[src/rtl/ccc_reconfig_sequencer_pkg.sv]
// Shared types and constants for the CCC/PLL reconfiguration sequencer.
//   state_e      : sequencer FSM states
//   ERR_*        : err_code encodings reported to the FSM control registers
//   APB_*_W      : CCC configuration APB address/data widths
package ccc_reconfig_pkg;

    localparam int APB_ADDR_W = 6;
    localparam int APB_DATA_W = 8;

    localparam logic [1:0] ERR_NONE     = 2'b00;
    localparam logic [1:0] ERR_MISMATCH = 2'b01;
    localparam logic [1:0] ERR_TIMEOUT  = 2'b10;

    typedef enum logic [3:0] {
        ST_IDLE,
        ST_HOLD_RST,
        ST_WR_SETUP,
        ST_WR_ACCESS,
        ST_RD_SETUP,
        ST_RD_ACCESS,
        ST_RELEASE,
        ST_WAIT_LOCK,
        ST_LOCKED,
        ST_ERROR
    } state_e;

endpackage

[src/rtl/ccc_reconfig_sequencer_if.sv]
// APB port between the reconfiguration sequencer (master) and the CCC
// configuration interface (slave). The CCC has no PREADY/PSLVERR.
//   PADDR/PSEL/PENABLE/PWRITE/PWDATA : master -> CCC
//   PRDATA                           : CCC -> master
interface ccc_reconfig_sequencer_if;
    import ccc_reconfig_pkg::*;

    logic [APB_ADDR_W-1:0] PADDR;
    logic                  PSEL;
    logic                  PENABLE;
    logic                  PWRITE;
    logic [APB_DATA_W-1:0] PWDATA;
    logic [APB_DATA_W-1:0] PRDATA;

    modport master (output PADDR, PSEL, PENABLE, PWRITE, PWDATA, input PRDATA);
    modport slave  (input PADDR, PSEL, PENABLE, PWRITE, PWDATA, output PRDATA);

endinterface

[src/rtl/ccc_reconfig_sequencer_lock_qualifier.sv]
// Lock qualification for the reconfigured PLL.
//   PCLK, PRESET_N : configuration clock, async active-low reset
//   LOCK           : raw CCC lock (asynchronous), synchronized here
//   clear_i        : reload both timers (sequencer in RELEASE)
//   run_i          : timers active (sequencer in WAIT_LOCK)
//   qualified_o    : synchronized lock stayed high LOCK_STABLE cycles
//   timeout_o      : LOCK_TIMEOUT cycles elapsed since clear
//   fell_o         : synchronized lock is currently low
module ccc_lock_qualifier #(
    parameter int LOCK_TIMEOUT = 65535,
    parameter int LOCK_STABLE  = 256
) (
    input  logic PCLK,
    input  logic PRESET_N,
    input  logic LOCK,
    input  logic clear_i,
    input  logic run_i,
    output logic qualified_o,
    output logic timeout_o,
    output logic fell_o
);

    // Widths hold the load value itself; timers stop at zero, so no wrap.
    localparam int STB_W = $clog2(LOCK_STABLE + 1);
    localparam int TMO_W = $clog2(LOCK_TIMEOUT + 1);
    localparam logic [STB_W-1:0] STB_LOAD = STB_W'(LOCK_STABLE);
    localparam logic [TMO_W-1:0] TMO_LOAD = TMO_W'(LOCK_TIMEOUT);

    logic [1:0]       sync_q;
    logic [STB_W-1:0] stable_q, stable_d;
    logic [TMO_W-1:0] timeout_q, timeout_d;
    logic             lock_s;

    assign lock_s = sync_q[1];

    always_ff @(posedge PCLK or negedge PRESET_N) begin
        if (!PRESET_N) begin
            sync_q    <= 2'b00;
            stable_q  <= STB_LOAD;
            timeout_q <= TMO_LOAD;
        end else begin
            sync_q    <= {sync_q[0], LOCK};
            stable_q  <= stable_d;
            timeout_q <= timeout_d;
        end
    end

    // Down-counters: a dropout of lock_s reloads the stable timer.
    always_comb begin
        stable_d  = stable_q;
        timeout_d = timeout_q;
        if (clear_i) begin
            stable_d  = STB_LOAD;
            timeout_d = TMO_LOAD;
        end else if (run_i) begin
            if (!lock_s) begin
                stable_d = STB_LOAD;
            end else if (stable_q != '0) begin
                stable_d = stable_q - STB_W'(1);
            end
            if (timeout_q != '0) begin
                timeout_d = timeout_q - TMO_W'(1);
            end
        end
    end

    assign qualified_o = (stable_q == '0);
    assign timeout_o   = (timeout_q == '0);
    assign fell_o      = !lock_s;

endmodule

[src/rtl/ccc_reconfig_sequencer.sv]
// Reconfigures the fabric CCC/PLL feeding GL0: holds the PLL in reset, writes
// and read-verifies a register image over APB, releases reset and qualifies
// LOCK. Clocked by the always-on configuration clock, never by GL0.
//   PCLK, PRESET_N   : configuration clock, async active-low reset
//   start, cfg_image : request and register image (byte i = cfg_image[8i+7:8i])
//   LOCK             : raw CCC lock
//   apb              : APB master to the CCC configuration port
//   PLL_ARST_N       : PLL reset, active-low
//   busy, done, error, err_code, err_index, locked, lock_lost : status
//
// state        | meaning
// -------------+--------------------------------------------------
// ST_IDLE      | waiting for start, PLL running on current config
// ST_HOLD_RST  | PLL held in reset before the first write
// ST_WR_SETUP  | APB write setup phase for byte idx
// ST_WR_ACCESS | APB write access phase for byte idx
// ST_RD_SETUP  | APB read setup phase for byte idx
// ST_RD_ACCESS | APB read access phase, compare readback
// ST_RELEASE   | PLL reset released, lock timers reloaded
// ST_WAIT_LOCK | waiting for stable lock or timeout
// ST_LOCKED    | lock qualified, watching for loss of lock
// ST_ERROR     | readback mismatch or lock timeout
module ccc_reconfig_sequencer
    import ccc_reconfig_pkg::*;
#(
    parameter int                    NUM_REGS        = 27,
    parameter logic [APB_ADDR_W-1:0] BASE_ADDR       = 6'h00,
    parameter int                    RST_HOLD_CYCLES = 16,
    parameter int                    LOCK_TIMEOUT    = 65535,
    parameter int                    LOCK_STABLE     = 256
) (
    input  logic                  PCLK,
    input  logic                  PRESET_N,
    input  logic                  start,
    input  logic [NUM_REGS*8-1:0] cfg_image,
    input  logic                  LOCK,
    ccc_reconfig_sequencer_if.master apb,
    output logic                  PLL_ARST_N,
    output logic                  busy,
    output logic                  done,
    output logic                  error,
    output logic [1:0]            err_code,
    output logic [4:0]            err_index,
    output logic                  locked,
    output logic                  lock_lost
);

    localparam int IDX_W  = (NUM_REGS > 1) ? $clog2(NUM_REGS) : 1;
    localparam int HOLD_W = (RST_HOLD_CYCLES > 1) ? $clog2(RST_HOLD_CYCLES) : 1;
    localparam int SEL_W  = $clog2(NUM_REGS * 8);
    localparam logic [HOLD_W-1:0] HOLD_LOAD = HOLD_W'(RST_HOLD_CYCLES - 1);
    localparam logic [IDX_W-1:0]  LAST_IDX  = IDX_W'(NUM_REGS - 1);

    state_e                state_q, state_d;
    logic [IDX_W-1:0]      idx_q, idx_d;
    logic [HOLD_W-1:0]     hold_q, hold_d;
    logic [1:0]            err_code_q, err_code_d;
    logic [IDX_W-1:0]      err_index_q, err_index_d;
    logic                  lock_lost_q, lock_lost_d;
    logic                  lk_qualified, lk_timeout, lk_fell;
    logic [SEL_W-1:0]      bit_base;
    logic [7:0]            cfg_byte;
    logic [APB_ADDR_W-1:0] paddr;
    logic                  psel, penable, pwrite;
    logic [APB_DATA_W-1:0] pwdata;

    assign bit_base = SEL_W'(idx_q) << 3;
    assign cfg_byte = cfg_image[bit_base +: 8];

    ccc_lock_qualifier #(
        .LOCK_TIMEOUT (LOCK_TIMEOUT),
        .LOCK_STABLE  (LOCK_STABLE)
    ) u_lock_qual (
        .PCLK        (PCLK),
        .PRESET_N    (PRESET_N),
        .LOCK        (LOCK),
        .clear_i     (state_q == ST_RELEASE),
        .run_i       (state_q == ST_WAIT_LOCK),
        .qualified_o (lk_qualified),
        .timeout_o   (lk_timeout),
        .fell_o      (lk_fell)
    );

    always_ff @(posedge PCLK or negedge PRESET_N) begin
        if (!PRESET_N) begin
            state_q     <= ST_IDLE;
            idx_q       <= '0;
            hold_q      <= '0;
            err_code_q  <= ERR_NONE;
            err_index_q <= '0;
            lock_lost_q <= 1'b0;
        end else begin
            state_q     <= state_d;
            idx_q       <= idx_d;
            hold_q      <= hold_d;
            err_code_q  <= err_code_d;
            err_index_q <= err_index_d;
            lock_lost_q <= lock_lost_d;
        end
    end

    always_comb begin
        state_d     = state_q;
        idx_d       = idx_q;
        hold_d      = hold_q;
        err_code_d  = err_code_q;
        err_index_d = err_index_q;
        lock_lost_d = lock_lost_q;
        psel        = 1'b0;
        penable     = 1'b0;
        pwrite      = 1'b0;
        paddr       = '0;
        pwdata      = '0;
        PLL_ARST_N  = 1'b1;
        done        = 1'b0;

        case (state_q)
            ST_IDLE: ;
            ST_HOLD_RST: begin
                PLL_ARST_N = 1'b0;
                if (hold_q == '0) begin
                    state_d = ST_WR_SETUP;
                end else begin
                    hold_d = hold_q - HOLD_W'(1);
                end
            end
            ST_WR_SETUP, ST_WR_ACCESS: begin
                PLL_ARST_N = 1'b0;
                psel       = 1'b1;
                penable    = (state_q == ST_WR_ACCESS);
                pwrite     = 1'b1;
                paddr      = BASE_ADDR + APB_ADDR_W'(idx_q);
                pwdata     = cfg_byte;
                state_d    = (state_q == ST_WR_SETUP) ? ST_WR_ACCESS : ST_RD_SETUP;
            end
            ST_RD_SETUP: begin
                PLL_ARST_N = 1'b0;
                psel       = 1'b1;
                paddr      = BASE_ADDR + APB_ADDR_W'(idx_q);
                state_d    = ST_RD_ACCESS;
            end
            ST_RD_ACCESS: begin
                PLL_ARST_N = 1'b0;
                psel       = 1'b1;
                penable    = 1'b1;
                paddr      = BASE_ADDR + APB_ADDR_W'(idx_q);
                if (apb.PRDATA != cfg_byte) begin
                    err_index_d = idx_q;
                    err_code_d  = ERR_MISMATCH;
                    state_d     = ST_ERROR;
                end else if (idx_q == LAST_IDX) begin
                    state_d = ST_RELEASE;
                end else begin
                    idx_d   = idx_q + IDX_W'(1);
                    state_d = ST_WR_SETUP;
                end
            end
            ST_RELEASE: state_d = ST_WAIT_LOCK;
            ST_WAIT_LOCK: begin
                // Lock has priority when both timers expire together.
                if (lk_qualified) begin
                    done    = 1'b1;
                    state_d = ST_LOCKED;
                end else if (lk_timeout) begin
                    err_code_d = ERR_TIMEOUT;
                    state_d    = ST_ERROR;
                end
            end
            ST_LOCKED: begin
                if (lk_fell) begin
                    lock_lost_d = 1'b1;
                end
            end
            ST_ERROR: ;
            default: state_d = ST_IDLE;
        endcase

        // Restart from any resting state; takes precedence over lock_lost.
        if (start && (state_q == ST_IDLE || state_q == ST_LOCKED || state_q == ST_ERROR)) begin
            err_code_d  = ERR_NONE;
            lock_lost_d = 1'b0;
            idx_d       = '0;
            hold_d      = HOLD_LOAD;
            state_d     = ST_HOLD_RST;
        end
    end

    assign apb.PSEL    = psel;
    assign apb.PENABLE = penable;
    assign apb.PWRITE  = pwrite;
    assign apb.PADDR   = paddr;
    assign apb.PWDATA  = pwdata;

    assign busy      = !(state_q == ST_IDLE || state_q == ST_LOCKED || state_q == ST_ERROR);
    assign error     = (state_q == ST_ERROR);
    assign locked    = (state_q == ST_LOCKED);
    assign err_code  = err_code_q;
    assign err_index = 5'(err_index_q);
    assign lock_lost = lock_lost_q;

endmodule

[src/flat_wrapper.sv]
// flat-port wrapper written by rule: the top's interface ports become plain ports
module ccc_reconfig_sequencer_flat import ccc_reconfig_pkg::*;
#(
    parameter int                    NUM_REGS        = 27,
    parameter logic [APB_ADDR_W-1:0] BASE_ADDR       = 6'h00,
    parameter int                    RST_HOLD_CYCLES = 16,
    parameter int                    LOCK_TIMEOUT    = 65535,
    parameter int                    LOCK_STABLE     = 256
)
  (PCLK, PRESET_N, start, cfg_image, LOCK, PLL_ARST_N, busy, done, error, err_code, err_index, locked, lock_lost, apb_PADDR, apb_PSEL, apb_PENABLE, apb_PWRITE, apb_PWDATA, apb_PRDATA);
  ccc_reconfig_sequencer_if apb_i ();
  input  logic PCLK;
  input  logic PRESET_N;
  input  logic start;
  input  logic [NUM_REGS*8-1:0] cfg_image;
  input  logic LOCK;
  output logic PLL_ARST_N;
  output logic busy;
  output logic done;
  output logic error;
  output logic [1:0] err_code;
  output logic [4:0] err_index;
  output logic locked;
  output logic lock_lost;
  output wire logic [$bits(apb_i.PADDR)-1:0] apb_PADDR;
  output wire logic [$bits(apb_i.PSEL)-1:0] apb_PSEL;
  output wire logic [$bits(apb_i.PENABLE)-1:0] apb_PENABLE;
  output wire logic [$bits(apb_i.PWRITE)-1:0] apb_PWRITE;
  output wire logic [$bits(apb_i.PWDATA)-1:0] apb_PWDATA;
  input wire logic [$bits(apb_i.PRDATA)-1:0] apb_PRDATA;
  assign apb_PADDR = apb_i.PADDR;
  assign apb_PSEL = apb_i.PSEL;
  assign apb_PENABLE = apb_i.PENABLE;
  assign apb_PWRITE = apb_i.PWRITE;
  assign apb_PWDATA = apb_i.PWDATA;
  assign apb_i.PRDATA = apb_PRDATA;
  ccc_reconfig_sequencer #(.NUM_REGS(NUM_REGS), .BASE_ADDR(BASE_ADDR), .RST_HOLD_CYCLES(RST_HOLD_CYCLES), .LOCK_TIMEOUT(LOCK_TIMEOUT), .LOCK_STABLE(LOCK_STABLE)) u_core (.PCLK(PCLK), .PRESET_N(PRESET_N), .start(start), .cfg_image(cfg_image), .LOCK(LOCK), .apb(apb_i), .PLL_ARST_N(PLL_ARST_N), .busy(busy), .done(done), .error(error), .err_code(err_code), .err_index(err_index), .locked(locked), .lock_lost(lock_lost));
endmodule
[config.mk]
export PLATFORM = sky130hd
export DESIGN_NAME = ccc_reconfig_sequencer_flat
export DESIGN_NICKNAME = d
export VERILOG_FILES = /design/src/rtl/ccc_reconfig_sequencer_pkg.sv /design/src/rtl/ccc_reconfig_sequencer_if.sv /design/src/rtl/ccc_reconfig_sequencer_lock_qualifier.sv /design/src/rtl/ccc_reconfig_sequencer.sv /design/src/flat_wrapper.sv
export SDC_FILE = /design/constraint.sdc
export NUM_CORES = 1
export LEC_CHECK = 0
export CAP_MARGIN = 20
export CELL_PAD_IN_SITES_DETAIL_PLACEMENT = 1
export CELL_PAD_IN_SITES_GLOBAL_PLACEMENT = 2
export CORE_ASPECT_RATIO = 2
export CORE_UTILIZATION = 40
export DETAILED_ROUTE_END_ITERATION = 8
export DONT_BUFFER_PORTS = 1
export PLACE_DENSITY_LB_ADDON = 0.12
export SETUP_SLACK_MARGIN = 0.4
export SYNTH_ARGS = -nofsm -noshare
export SYNTH_HDL_FRONTEND = slang
export SYNTH_HIERARCHICAL = 1
export SYNTH_SLANG_ARGS = --single-unit
[constraint.sdc]
create_clock -name PCLK -period 5.8 [get_ports PCLK]
set_clock_uncertainty 0.05 [all_clocks]
set_input_delay 1.16 -clock PCLK [delete_from_list [all_inputs] [get_ports PCLK]]
set_output_delay 1.16 -clock PCLK [all_outputs]
set_load 0.03 [all_outputs]
=== Word-level counts from Yosys, hierarchy flattened ===
Cells that the tools add are included.

* Register bits after elaboration: 48
* Input port bits: 228
* Output and inout port bits: 30
* Word-level logic and storage cells: 102

* $add $sub $neg: 4
* Eq/ne operators: 22
* Shifts and indexed selects: 1
* Mux-type cells: 38
* Reduce and logical (&&, ||, !) cells: 28

{| class="wikitable"
|+ Operators by type and width
! operator !! count
|-
| 216-bit by 9-bit variable part select with 8-bit output || 1
|-
| 16-bit two-way mux || 3
|-
| 9-bit two-way mux || 4
|-
| 4-bit two-way mux || 8
|-
| 4-bit case mux with 7 select lines || 1
|-
| 5-bit two-way mux || 5
|-
| 4-bit by 3-bit equality test with 1-bit output (second input constant) || 4
|-
| 16-bit zero test || 1
|-
| 16-bit nonzero test || 1
|-
| 16-bit by 1-bit subtractor with 16-bit output (second input constant) || 1
|-
| 2-bit AND reduction || 5
|-
| 2-bit nonzero test || 5
|-
| 9-bit zero test || 1
|-
| 3-bit by 1-bit != test with 1-bit output (second input constant) || 3
|-
| 9-bit nonzero test || 1
|-
| 9-bit by 1-bit subtractor with 9-bit output (second input constant) || 1
|-
| 4-bit by 2-bit equality test with 1-bit output (second input constant) || 2
|-
| 4-bit equality test (second input constant) || 2
|-
| 4-bit zero test || 2
|-
| 1-bit two-way mux || 8
|-
| 2-bit two-way mux || 4
|-
| 8-bit two-way mux || 1
|-
| 8-bit != test || 1
|-
| 3-bit two-way mux || 2
|-
| 21 further kinds || 26
|}

=== Longest topological paths before layout ===
* Depth after elaboration: 6
* Gate-level depth with buffers: 14
* Gate-level depth less buffers: 9

=== Cells and area by module ===
Netlist, hierarchy kept.

{| class="wikitable"
|+ Modules (own cells, without submodules)
! module !! times used !! cells each !! area each (um^2)
|-
| ccc_reconfig_sequencer || 1 || 372 || 3533.4
|-
| ccc_lock_qualifier || 1 || 158 || 1550.2
|}

=== Worst setup path after synthesis ===
No wires, ideal clock.

* Path kind: input -> output
* Start: in cfg_image[148]
* End: out apb_PWDATA[4]
* Arrival time: 2.631 ns
* Data required time: 4.590 ns
* Slack: 1.959 ns
* Stages on the path: 4
* Buffers on the path: 0
* Cell sequence: mux4_2 > a2bb2oi_1 > a21oi_2 > nor4_1

* Longest elaborated chain between the ends: 2

{| class="wikitable"
|+ RTL lines
! what !! RTL line !! text
|-
| from (decl) || flat_wrapper.sv:15 || <nowiki>input logic [NUM_REGS*8-1:0] cfg_image;</nowiki>
|-
| 216-bit by 9-bit variable part select with 8-bit output || ccc_reconfig_sequencer.sv:68 || <nowiki>assign cfg_byte = cfg_image[bit_base +: 8];</nowiki>
|-
| 8-bit two-way mux || ccc_reconfig_sequencer.sv:117 || <nowiki>case (state_q)</nowiki>
|-
| to (decl) || flat_wrapper.sv:29 || <nowiki>output wire logic [$bits(apb_i.PWDATA)-1:0] apb_PWDATA;</nowiki>
|}

No other way between the ends.

=== Worst setup path in the final report ===
* Start: reg u_core.idx_q[1]
* End: out apb_PWDATA[2]

* Longest elaborated chain between the ends: 2

{| class="wikitable"
|+ RTL lines
! what !! RTL line !! text
|-
| from (decl) || ccc_reconfig_sequencer.sv:55 || <nowiki>logic [IDX_W-1:0] idx_q, idx_d;</nowiki>
|-
| from (signal assigned) || ccc_reconfig_sequencer.sv:94 || <nowiki>idx_q <= idx_d;</nowiki>
|-
| 216-bit by 9-bit variable part select with 8-bit output || ccc_reconfig_sequencer.sv:68 ||
|-
| 8-bit two-way mux || ccc_reconfig_sequencer.sv:117 ||
|}

No other way between the ends.

==> load_flow_metrics.sql <==
INSERT INTO impl_metrics (metric_group, metric, value, unit) VALUES
('drt', 'wirelength', '18.6', 'mm'),
('die', 'num_io_pins', '258', ''),
('sta', 'slew_violations', '0', ''),
('run_status', 'outcome', 'complete, no violations', ''),
('synthesis', 'synth_edf_count', '0', ''),
('placed_design', 'placedCellCount', '644', ''),
('synthesis', 'synthesis.instances', '530', ''),
('setup_path', 'worst-endpoint-required', '4590', 'ps'),
('setup_path', 'worst_ep_arrival_time', '3060', 'ps'),
('cells_and_area', 'layout.filler_cells', '1433', ''),
('die', 'core_area', '12300', 'um^2'),
('synthesis', 'yosys_warnings', '6', ''),
('drt', 'post_drt_via_cell_ratio', '6.77', ''),
('setup_path', 'path_class', 'reg -> out', ''),
('sta', 'setup_tns', '0', 'ps'),
('synthesis', 'asyncSetResetFlopFracSynth', '1.00', ''),
('power_and_ir_drop', 'power_per_cell_area', '326', 'nW/um^2'),
('synthesis', 'synthFlopType', 'sky130_fd_sc_hd__dfrtp_1', ''),
('clocking', 'postCtsResizedCells', '0', ''),
('die', 'chipWidth', '81.7', 'um'),
('clocking', 'clk_latency', '290', 'ps'),
('drt', 'drt_iter0_drc', '132', ''),
('placed_design', 'detailedPlacementHpwl', '15.1', 'mm'),
('sta', 'max_clock_freq', '234', 'MHz'),
('sta', 'slew-limit-headroom', '0.371', ''),
('synthesis', 'postSynthRegisterBits', '48', ''),
('power_and_ir_drop', 'leakage', '1.79', 'nW'),
('clocking', 'cts-root-buf', 'sky130_fd_sc_hd__clkbuf_16', ''),
('cells_and_area', 'most_frequent_standard_cell_in_the_layout_excluding_fill_and_tap_cells', 'sky130_fd_sc_hd__mux2i_1', ''),
('sta', 'setup_violations', '0', ''),
('synthesis', 'synthesis.area_per_instance', '9.59', 'um^2'),
('clocking', 'clock_sinks', '48', ''),
('clocking', 'cts_max_level', '2', ''),
('clocking', 'cts_hold_buf', '0', ''),
('setup_path', 'crit_chain', 'buf_4 -> mux2i_1 -> a22o_1 -> a211o_1 -> o2111ai_2 -> and2_1', ''),
('setup_path', 'critPathLaunchType', 'flip-flop', ''),
('drt', 'route.detailed.drc', '0', ''),
('cells_and_area', 'fin_cells', '655', ''),
('drt', 'routed_antenna_nets', '0', ''),
('clocking', 'clock_tree.buffer_depth', '2', ''),
('cells_and_area', 'commonest_non_fill_non_tap_cells_in_the_layout', 'sky130_fd_sc_hd__mux2i_1 (62), sky130_fd_sc_hd__nor2_1 (31), sky130_fd_sc_hd__dfrtp_1 (30)', ''),
('clocking', 'tritoncts', 'yes', ''),
('clocking', 'cts.repair_timing.setup_buffer_count', '0', ''),
('die', 'die_height', '161', 'um'),
('global_route', 'grt_use_total', '0.280', ''),
('placed_design', 'gp_congestion', '0.873', ''),
('cells_and_area', 'multi_input_area', '3460', 'um^2'),
('sta', 'final.min_clock_period', '4270', 'ps'),
('setup_path', 'cp-end-kind', 'output pin', ''),
('synthesis', 'synth.yosys.seq_area_share', '0.240', ''),
('synthesis', 'syn-num-nets', '763', ''),
('setup_path', 'worst_path_max_delay_cell', 'sky130_fd_sc_hd__dfrtp_4', ''),
('setup_path', 'cp_max_fo', '64', ''),
('drt', 'wl_per_cell', '28.3', 'um'),
('die', 'initial_core_util', '0.414', ''),
('clocking', 'cts_inserted_buffers', '5', ''),
('min_path', 'hold_path_class', 'reg -> reg', ''),
('drt', 'drt_pass1_iterations', '4', ''),
('cells_and_area', 'postLayoutCoreUtil', '0.422', ''),
('power_and_ir_drop', 'p_total', '0.00168', 'W'),
('global_route', 'grt-ovfl-total', '0', ''),
('clocking', 'path_clk_slew', '70', 'ps'),
('global_route', 'grt_start_max_net_pins', '65', ''),
('synthesis', 'mappedNetlistArea', '5080', 'um^2'),
('die', 'rows', '57', ''),
('sta', 'final-hold-violation-count', '0', ''),
('power_and_ir_drop', 'vdd.ir_drop.worst', '0.248', 'mV'),
('placed_design', 'port_buffer_cells', '0', ''),
('cells_and_area', 'syn_to_final_growth', '1.72', '%'),
('drt', 'detailroute.via_count', '4435', ''),
('global_route', 'first_pass_grt_wire_length', '27.1', 'mm'),
('cells_and_area', 'drive_gt1_frac', '0.170', ''),
('sta', 'worstMarginPinSlew', '936', 'ps'),
('sta', 'grt_setup_unrepaired', 'false', ''),
('sta', 'min_period_over_period', '0.735', ''),
('cells_and_area', 'num-nets-final', '737', ''),
('flow_run', 'max_cap_viols', '0', ''),
('setup_path', 'slowest_stage_delay_cp', '1020', 'ps'),
('cells_and_area', 'regArea', '1230', 'um^2'),
('global_route', 'first_global_vias', '4740', ''),
('synthesis', 'ys_types', '91', ''),
('die', 'design.die.area', '13200', 'um^2'),
('global_route', 'grt_antenna_before_repair', '3', '');
state kept, by name, indices dropped and copies added (netlist names):
signal and cells:
u_core/u_lock_qual/timeout_q 16, u_core/u_lock_qual/stable_q 9, u_core/err_index 5, u_core/idx_q 5, u_core/hold_q 4, u_core/state_q 4
u_core/err_code 2, u_core/u_lock_qual/sync_q 2, u_core/lock_lost 1
critical path: cells and delay by family (launching register included):
kind                   cells  cell delay, ps
multiplexers               1             150
flip-flops                 1            1020
buffers and inverters      1             560
AO/OA/AOI/OAI              3             610
AND/OR/NAND/NOR            1             360
cells in the mapped netlist (6+ instances only):
cell	instances	area (um^2)
sky130_fd_sc_hd__mux2i_1	62	621
sky130_fd_sc_hd__dfrtp_1	31	776
sky130_fd_sc_hd__nor2_1	31	116
sky130_fd_sc_hd__nand2_1	26	97.6
sky130_fd_sc_hd__a21oi_1	24	120
sky130_fd_sc_hd__dfstp_2	17	447
sky130_fd_sc_hd__inv_1	17	63.8
sky130_fd_sc_hd__mux4_2	17	383
sky130_fd_sc_hd__nand3_1	17	85.1
sky130_fd_sc_hd__o21ai_0	14	70.1
sky130_fd_sc_hd__nor3_1	13	65.1
sky130_fd_sc_hd__clkbuf_1	12	45.0
sky130_fd_sc_hd__nor2b_1	11	68.8
sky130_fd_sc_hd__or3_1	11	68.8
sky130_fd_sc_hd__a22oi_1	10	75.1
sky130_fd_sc_hd__buf_4	10	75.1
sky130_fd_sc_hd__nor4_1	10	62.6
sky130_fd_sc_hd__and2_1	9	56.3
sky130_fd_sc_hd__and3_1	9	56.3
sky130_fd_sc_hd__nand2b_1	9	56.3
sky130_fd_sc_hd__o31ai_1	7	52.6
sky130_fd_sc_hd__a31oi_1	6	37.5
sky130_fd_sc_hd__o221ai_1	6	52.6
metrics by stage:
step | hold slack (ps) | area, um^2 | worst slack [ps]
floorplan | 281 | 5080 | 1960
global placement | 297 | 5000 | 1900
detailed placement | 302 | 5000 | 1890
CTS | 319 | 5160 | 1570
global route | 325 | 5170 | 1410
finish | 317 | 5170 | 1530
final cells by class:
type                    instances  share of cell area
inverters                      19              0.0138
clock buffers                   5              0.0242
flip-flops and latches         48               0.237
well taps                     147              0.0356
clock inverters                 3             0.00823
multi-input cells             423               0.669
diodes                          3             0.00145
repair buffers                  7              0.0102
report_power, final:
group          switching (W)  internal, W  total [W]
Sequential          0.000192     0.000492   0.000684
Combinational       0.000393     0.000271   0.000664
Clock               0.000134     0.000203   0.000337
logic make-up after synthesis:
logic type,Yosys count,share of synthesized area
AND/OR/NAND/NOR,191,0.222
AO/OA/AOI/OAI,124,0.185
multiplexers,95,0.248
buffers and inverters,59,0.0785
flip-flops,48,0.240
XOR/XNOR,7,0.0121
adder cells (fa/ha/maj),5,0.0123
other,1,0.000738
final timing paths:
path / end / from / slack, ps / cells past startpoint
setup / recovery: apb_PWDATA[2] / u_core/idx_q[1]$_DFFE_PN0P_ / 1530 / 6
hold / removal: u_core/u_lock_qual/sync_q[1]$_DFF_PN0_ / u_core/u_lock_qual/sync_q[0]$_DFF_PN0_ / 320 / 0
setup reg to reg: u_core/err_index[3]$_DFFE_PN0P_ / u_core/idx_q[1]$_DFFE_PN0P_ / 1810 / 9
hold reg to reg: u_core/u_lock_qual/sync_q[1]$_DFF_PN0_ / u_core/u_lock_qual/sync_q[0]$_DFF_PN0_ / 320 / 0
max in group asynchronous: u_core/u_lock_qual/timeout_q[13]$_DFFE_PN1P_ / PRESET_N / 4990 / 0
min in group asynchronous: u_core/state_q[0]$_DFFE_PN0P_ / PRESET_N / 510 / 0
metal layers:
metal  up-vias  global-route usage  part of all wire
met4         2               0.119             0.039
met1      2211               0.278              0.33
met5         -                   0           0.00070
met3        34              0.0356             0.047
met2       174               0.548              0.58
li1       2014                   -                 -
(Power assumes the default switching activity.)
